==> config.mk <==
export PLATFORM = sky130hd
export DESIGN_NAME = enc_arbiter_ctrl
export DESIGN_NICKNAME = d
export VERILOG_FILES = /design/src/rtl/enc_arbiter_ctrl.sv
export SDC_FILE = /design/constraint.sdc
export NUM_CORES = 1
export LEC_CHECK = 0
export ABC_CLOCK_PERIOD_IN_PS = 2300
export BUFFER_PORTS_ARGS = -buffer_cell sky130_fd_sc_hd__buf_2
export CAP_MARGIN = 25
export CORE_MARGIN = 5
export CORE_UTILIZATION = 30
export DETAILED_ROUTE_END_ITERATION = 16
export GPL_TIMING_DRIVEN = 0
export PLACE_DENSITY = 0.55
export SYNTH_ARGS = -nofsm -noshare
export SYNTH_HDL_FRONTEND = slang
export SYNTH_SLANG_ARGS = --single-unit
==> constraint.sdc <==
create_clock -name clock -period 2.3 [get_ports clock]
set_input_delay 0.345 -clock clock [delete_from_list [all_inputs] [get_ports clock]]
set_output_delay 0.345 -clock clock [all_outputs]
set_load 0.01 [all_outputs]
==> src/rtl/enc_arbiter_ctrl.sv <==
// Two-requester round-robin front end for a fixed-latency encryption engine.
// Holds the key, feeds one plaintext word at a time, and presents the tagged result until consumed.
module enc_arbiter_ctrl #(
   parameter int N   = 8,
   parameter int LAT = 1
) (
   input  logic         clock,
   input  logic         reset_n,
   input  logic         key_wr,
   input  logic [N-1:0] key_in,
   input  logic         req0_valid,
   input  logic [N-1:0] req0_data,
   input  logic         req1_valid,
   input  logic [N-1:0] req1_data,
   output logic         req0_ready,
   output logic         req1_ready,
   output logic [N-1:0] eng_key,
   output logic [N-1:0] eng_data,
   input  logic [N-1:0] eng_e_data,
   output logic         out_valid,
   output logic [N-1:0] out_data,
   output logic         out_id,
   input  logic         out_ready,
   output logic         busy,
   output logic         key_err
);

   typedef enum logic [1:0] {S_IDLE, S_WAIT, S_HOLD} state_e;

   localparam logic [3:0] LAT_C = 4'(LAT);

   state_e       state_q, state_d;
   logic [N-1:0] key_q, key_d;
   logic         key_valid_q, key_valid_d;
   logic [N-1:0] eng_data_q, eng_data_d;
   logic [3:0]   cnt_q, cnt_d;
   logic         last_grant_q, last_grant_d;
   logic         out_valid_q, out_valid_d;
   logic [N-1:0] out_data_q, out_data_d;
   logic         out_id_q, out_id_d;
   logic         key_err_q, key_err_d;
   logic         grant;
   logic         grant_id;

   // NOTE: every always_comb output gets a default first, so no path can infer a latch.
   always_comb begin
      state_d      = state_q;
      key_d        = key_q;
      key_valid_d  = key_valid_q;
      eng_data_d   = eng_data_q;
      cnt_d        = cnt_q;
      last_grant_d = last_grant_q;
      out_valid_d  = out_valid_q;
      out_data_d   = out_data_q;
      out_id_d     = out_id_q;
      key_err_d    = 1'b0;
      grant        = 1'b0;
      grant_id     = 1'b0;

      unique case (state_q)
         S_IDLE: begin
            // A key load owns the cycle; arbitration waits until the next one.
            if (key_wr) begin
               key_d       = key_in;
               key_valid_d = 1'b1;
            end else if (key_valid_q && (req0_valid || req1_valid)) begin
               grant        = 1'b1;
               grant_id     = (req0_valid && req1_valid) ? ~last_grant_q : req1_valid;
               eng_data_d   = grant_id ? req1_data : req0_data;
               out_id_d     = grant_id;
               last_grant_d = grant_id;
               cnt_d        = '0;
               state_d      = S_WAIT;
            end
         end
         S_WAIT: begin
            key_err_d = key_wr;
            if (cnt_q == LAT_C) begin
               out_data_d  = eng_e_data;
               out_valid_d = 1'b1;
               state_d     = S_HOLD;
            end else begin
               cnt_d = cnt_q + 4'd1;
            end
         end
         S_HOLD: begin
            key_err_d = key_wr;
            if (out_ready) begin
               out_valid_d = 1'b0;
               state_d     = S_IDLE;
            end
         end
         default: state_d = S_IDLE;
      endcase
   end

   // NOTE: state registers use non-blocking assignments so all of them update from pre-edge values.
   always_ff @(posedge clock or negedge reset_n) begin
      if (!reset_n) begin
         state_q      <= S_IDLE;
         key_q        <= '0;
         key_valid_q  <= 1'b0;
         eng_data_q   <= '0;
         cnt_q        <= '0;
         last_grant_q <= 1'b1;
         out_valid_q  <= 1'b0;
         out_data_q   <= '0;
         out_id_q     <= 1'b0;
         key_err_q    <= 1'b0;
      end else begin
         state_q      <= state_d;
         key_q        <= key_d;
         key_valid_q  <= key_valid_d;
         eng_data_q   <= eng_data_d;
         cnt_q        <= cnt_d;
         last_grant_q <= last_grant_d;
         out_valid_q  <= out_valid_d;
         out_data_q   <= out_data_d;
         out_id_q     <= out_id_d;
         key_err_q    <= key_err_d;
      end
   end

   assign req0_ready = grant && !grant_id;
   assign req1_ready = grant && grant_id;
   assign eng_key    = key_q;
   assign eng_data   = eng_data_q;
   assign out_valid  = out_valid_q;
   assign out_data   = out_data_q;
   assign out_id     = out_id_q;
   assign busy       = (state_q != S_IDLE);
   assign key_err    = key_err_q;

endmodule
# Yosys cells after proc, flatten, opt, wreduce, memory -nomap -nowiden
# Cells that the tools add are included.
[word_totals]
ff_bits = 35
inputBits = 38
output_inout_bits = 30
word_cells = 59
[op_classes]
addsub = 1
eq_ne = 8
mux = 21
bitwise = 2
reduce_logical = 17
[ops]
columns = ["op", "n"]
rows = [
  ["$mux 4", 3],
  ["$mux 1", 10],
  ["$ne 2x2->1 const B", 5],
  ["$mux 2", 4],
  ["$mux 8", 1],
  ["$pmux 4 s2", 1],
  ["$reduce_and 4->1", 2],
  ["$pmux 2 s3", 1],
  ["$reduce_and 3->1", 2],
  ["$reduce_bool 2->1", 3],
  ["$add 4x1->4 const B", 1],
  ["$eq 4x1->1 const B", 1],
  ["$logic_and 1x1->1", 4],
  ["$reduce_and 2->1", 2],
  ["$eq 2x1->1 const B", 1],
  ["$eq 2x2->1 const B", 1],
  ["$logic_not 2->1", 1],
  ["$not 1->1", 2],
  ["$pmux 1 s2", 1],
  ["$reduce_or 2->1", 1],
  ["$logic_not 1->1", 1],
  ["$logic_or 1x1->1", 1],
]

# Longest topological paths before layout
[depth]
ltp_word = 7
depth_mapped = 8
ltp_nobuf = 6

# Worst setup path after synthesis
# OpenSTA, ideal clock, no wires.
[synth_timing]
path_kind = "reg-to-output"
from = "register state_q[0]"
to = "output req0_ready"
t_arrival_ps = 1618
required_time_ps = 1955
setup_slack_ps = 337
stages_incl_launch_ff = 8
n_path_buf = 2
path_cell_list = "dfrtp_1 inv_1 ha_1 inv_1 or3_1 buf_2 buf_6 nor2_1"
[synth_between]
elab_chain_len = 4
elab_cells_between_ends = 5
cone_classes = "mux (2); reduce/logical (3)"
[synth_rtl]
columns = ["item", "line_no", "rtl"]
rows = [
  ["start, declared", "32", "state_e state_q, state_d;"],
  ["start signal, assigned", "111", "state_q <= state_d;"],
  ["$logic_not 2->1 (*)", "60", "unique case (state_q)"],
  ["$mux 1", "60", ""],
  ["$logic_not 1->1", "124", "assign req0_ready = grant && !grant_id;"],
  ["$logic_and 1x1->1 (*)", "124", ""],
  ["end, declared", "15", "output logic req0_ready,"],
]
# Mark *: on every way between the ends. The rest lies on a longest branch, timed or not.

# Worst setup path after layout
[layout_timing]
from = "register state_q[1]"
to = "output req0_ready"
# Same word-level chain as after synthesis.

==> results_dict.tcl <==
set metrics [dict create \
    outcome "finished clean" \
    setup_tns_ps 0 \
    area_delta_synth_final_pct 37.5 \
    num-nets-final 252 \
    rsz0062_at_grt "no" \
    clock_sinks 35 \
    syn_avg_cell_area_um2 12.2 \
    synth-seq-cells 35 \
    power_density_nw_per_um2 1200 \
    grt_pass1_vias 1222 \
    max_slew.worst_pin.slew_ps 766 \
    netlist_area_um2 1570 \
    die_w_um 82.2 \
    endpoint_kind "output pin" \
    ys_warn_count 0 \
    routed_wl_um 3480 \
    slowest_delay_ps 390 \
    dp_hpwl_um 2570 \
    core_area_um2 5070 \
    diodes 0 \
    regArea_um2 877 \
    syn_nets 171 \
    seq_area_frac_synth_pct 56.0 \
    synth-edff-count 0 \
    row_count 26 \
    ys_types 32 \
    async_flop_share_pct 100 \
    p_leak_nw 1.08 \
    cts_buffers 5 \
    slowest_stage "dfrtp_1" \
    crit_path_cell_trace "inv_2, ha_4, inv_1, or3_4, buf_8, buf_6, nor2_1, buf_2" \
    yosysTopAreaCellShare_pct 54.4 \
    min_period_ps 2170 \
    ant_nets 0 \
    antenna_found_initial 0 \
    yosysMostFrequentCell "dfrtp_1" \
    routabilityCongestion 0.705 \
    first_iter_violations 23 \
    relSlewSlack_pct 48.9 \
    multi_input_area_um2 661 \
    start_util_pct 30.8 \
    die_y_um 82.2 \
    crit_type "register to output pin" \
    finalCritPeriodShare_pct 94.2 \
    grt_usage_pct 10.9 \
    fmax_ghz 0.462 \
    cts_hold_buffers 0 \
    die_area_um2 6760 \
    yosys-top-cells-count "34 x dfrtp_1, 16 x mux2_2, 10 x nand2_1, 8 x mux2i_1, 7 x o21ai_1" \
    crit_family "buffers and inverters" \
    fillerInstances 528 \
    vdd_drop_max_mv 0.615 \
    finalNonFillerCells 280 \
    remaining_drc_errors 0 \
    report.power.total_mw 2.58 \
    hold_class "input pin to async pin" \
    wire_per_inst_um 12.4 \
    io_pins 68 \
    placed_cells 265 \
    synthFlopType "dfrtp_1" \
    cp.required_ps 1960 \
    max-cap-violations 0 \
    grt_max_degree 36 \
    clk_pin_slew_ps 70 \
    cp_max_fo 10 \
    htree_num_levels 2 \
    ctsRootBufferMaster "clkbuf_8" \
    worstPathArrival_ps 1820 \
    maxSlewViolCount 0 \
    yosysTopAreaCell "dfrtp_1" \
    drt_pre_antenna_iters 4 \
    setup_violations 0 \
    gr-total-overflow 0 \
    synthTopCellsByArea "dfrtp_1 54%, mux2_2 12%, mux2i_1 5.1%" \
    num_vias 1235 \
    skew_ps 9.49 \
    cts_tree "yes" \
    insertion_delay_ps 280 \
    port_buffers 67 \
    drive_gt1_share_pct 51.9 \
    synthCells 128 \
    grt_pass1_wl_um 5620 \
    start_kind "register" \
    avgViaCountPerCell 4.41 \
    hold_viol 0 \
    crit_buf_inv 5 \
    clock_path_buffers 2 \
]
[layer usage]
layer  part of all wire, %  global-route usage (%)  up-vias
li1                      -                       -      614
met1                    44                    13.3      575
met2                    47                    17.7       40
met3                   7.3                    3.90        6
met4                   1.4                    3.99        0
met5                     0                       0        -
[cell families (layout without fill, tap and decap cells)]
logic type	Yosys count	in the layout	synth area share [%]
AO/OA/AOI/OAI	21	21	8.47
multiplexers	24	24	16.6
adder cells (fa/ha/maj)	5	5	4.00
AND/OR/NAND/NOR	34	34	12.0
flip-flops	35	35	56.0
buffers and inverters	9	91	2.88
[per-stage QoR]
| step | util, % | area, um^2 | hold slack [ps] | setup slack (ps) |
|---|---|---|---|---|
| final | 42.4 | 2150 | 132 | 134 |
| after global routing | 42.4 | 2150 | 201 | 27.1 |
| after detailed placement | 39.2 | 1990 | 466 | 153 |
| after global placement | 39.2 | 1990 | 461 | 170 |
| after floorplan | - | 1570 | 49.4 | 337 |
| after CTS | 41.4 | 2100 | 165 | 1.22 |
[cell type report]
| cell class | count | area share [%] |
|---|---|---|
| sequential | 35 | 40.8 |
| multi-input combinational | 84 | 30.7 |
| timing repair buffer | 74 | 18.0 |
| tap | 70 | 4.07 |
| clock buffer | 7 | 3.55 |
| buffer | 4 | 1.69 |
| inverter | 5 | 0.872 |
| clock inverter | 1 | 0.349 |
[cells in the final DEF (no fill, tap or decap), types with 2 or more instances in the layout]
master    instances
buf_2            69
dfrtp_1          34
mux2_2           16
nand2_1          10
mux2i_1           8
o21ai_1           7
buf_4             7
nor2_1            5
o21ai_0           5
clkbuf_8          5
nand3_1           4
ha_1              4
inv_1             3
nor2b_1           3
inv_2             2
nand2b_1          2
nor3_1            2
a21o_1            2
clkbuf_1          2
[path summary, 6_finish.rpt]
kind,start,end,slack (ps),cells past startpoint
hold reg to reg,out_id$_DFFE_PN0P_,out_id$_DFFE_PN0P_,480,1
max in group asynchronous,reset_n,cnt_q[2]$_DFFE_PN0P_,1670,1
setup reg to reg,state_q[1]$_DFFE_PN0P_,out_data[3]$_DFFE_PN0P_,350,6
hold / removal,reset_n,out_data[4]$_DFFE_PN0P_,130,1
min in group clock,key_in[6],eng_key[6]$_DFFE_PN0P_,290,2
setup / recovery,state_q[1]$_DFFE_PN0P_,req0_ready,130,8
[registers in the layout, indices dropped and copies added (netlist names)]
name	count
eng_data	8
key_valid_q	1
key_err	1
cnt_q	4
last_grant_q	1
out_valid	1
state_q	2
out_id	1
out_data	8
eng_key	8
[power breakdown]
part / total [mW] / switching [mW] / leakage [nW] / internal, mW
registers: 1.03 / 0.133 / 0.421 / 0.894
clock network: 0.424 / 0.210 / 0.0385 / 0.214
logic: 1.13 / 0.556 / 0.618 / 0.574
[what timing repair did]
item,4_1_cts,5_1_grt
setup endpoints to repair,1,1
resized for setup,4,4
pin swaps,0,1
buffers inserted,2,5
Note: power is estimated with default switching activity, not from simulation.
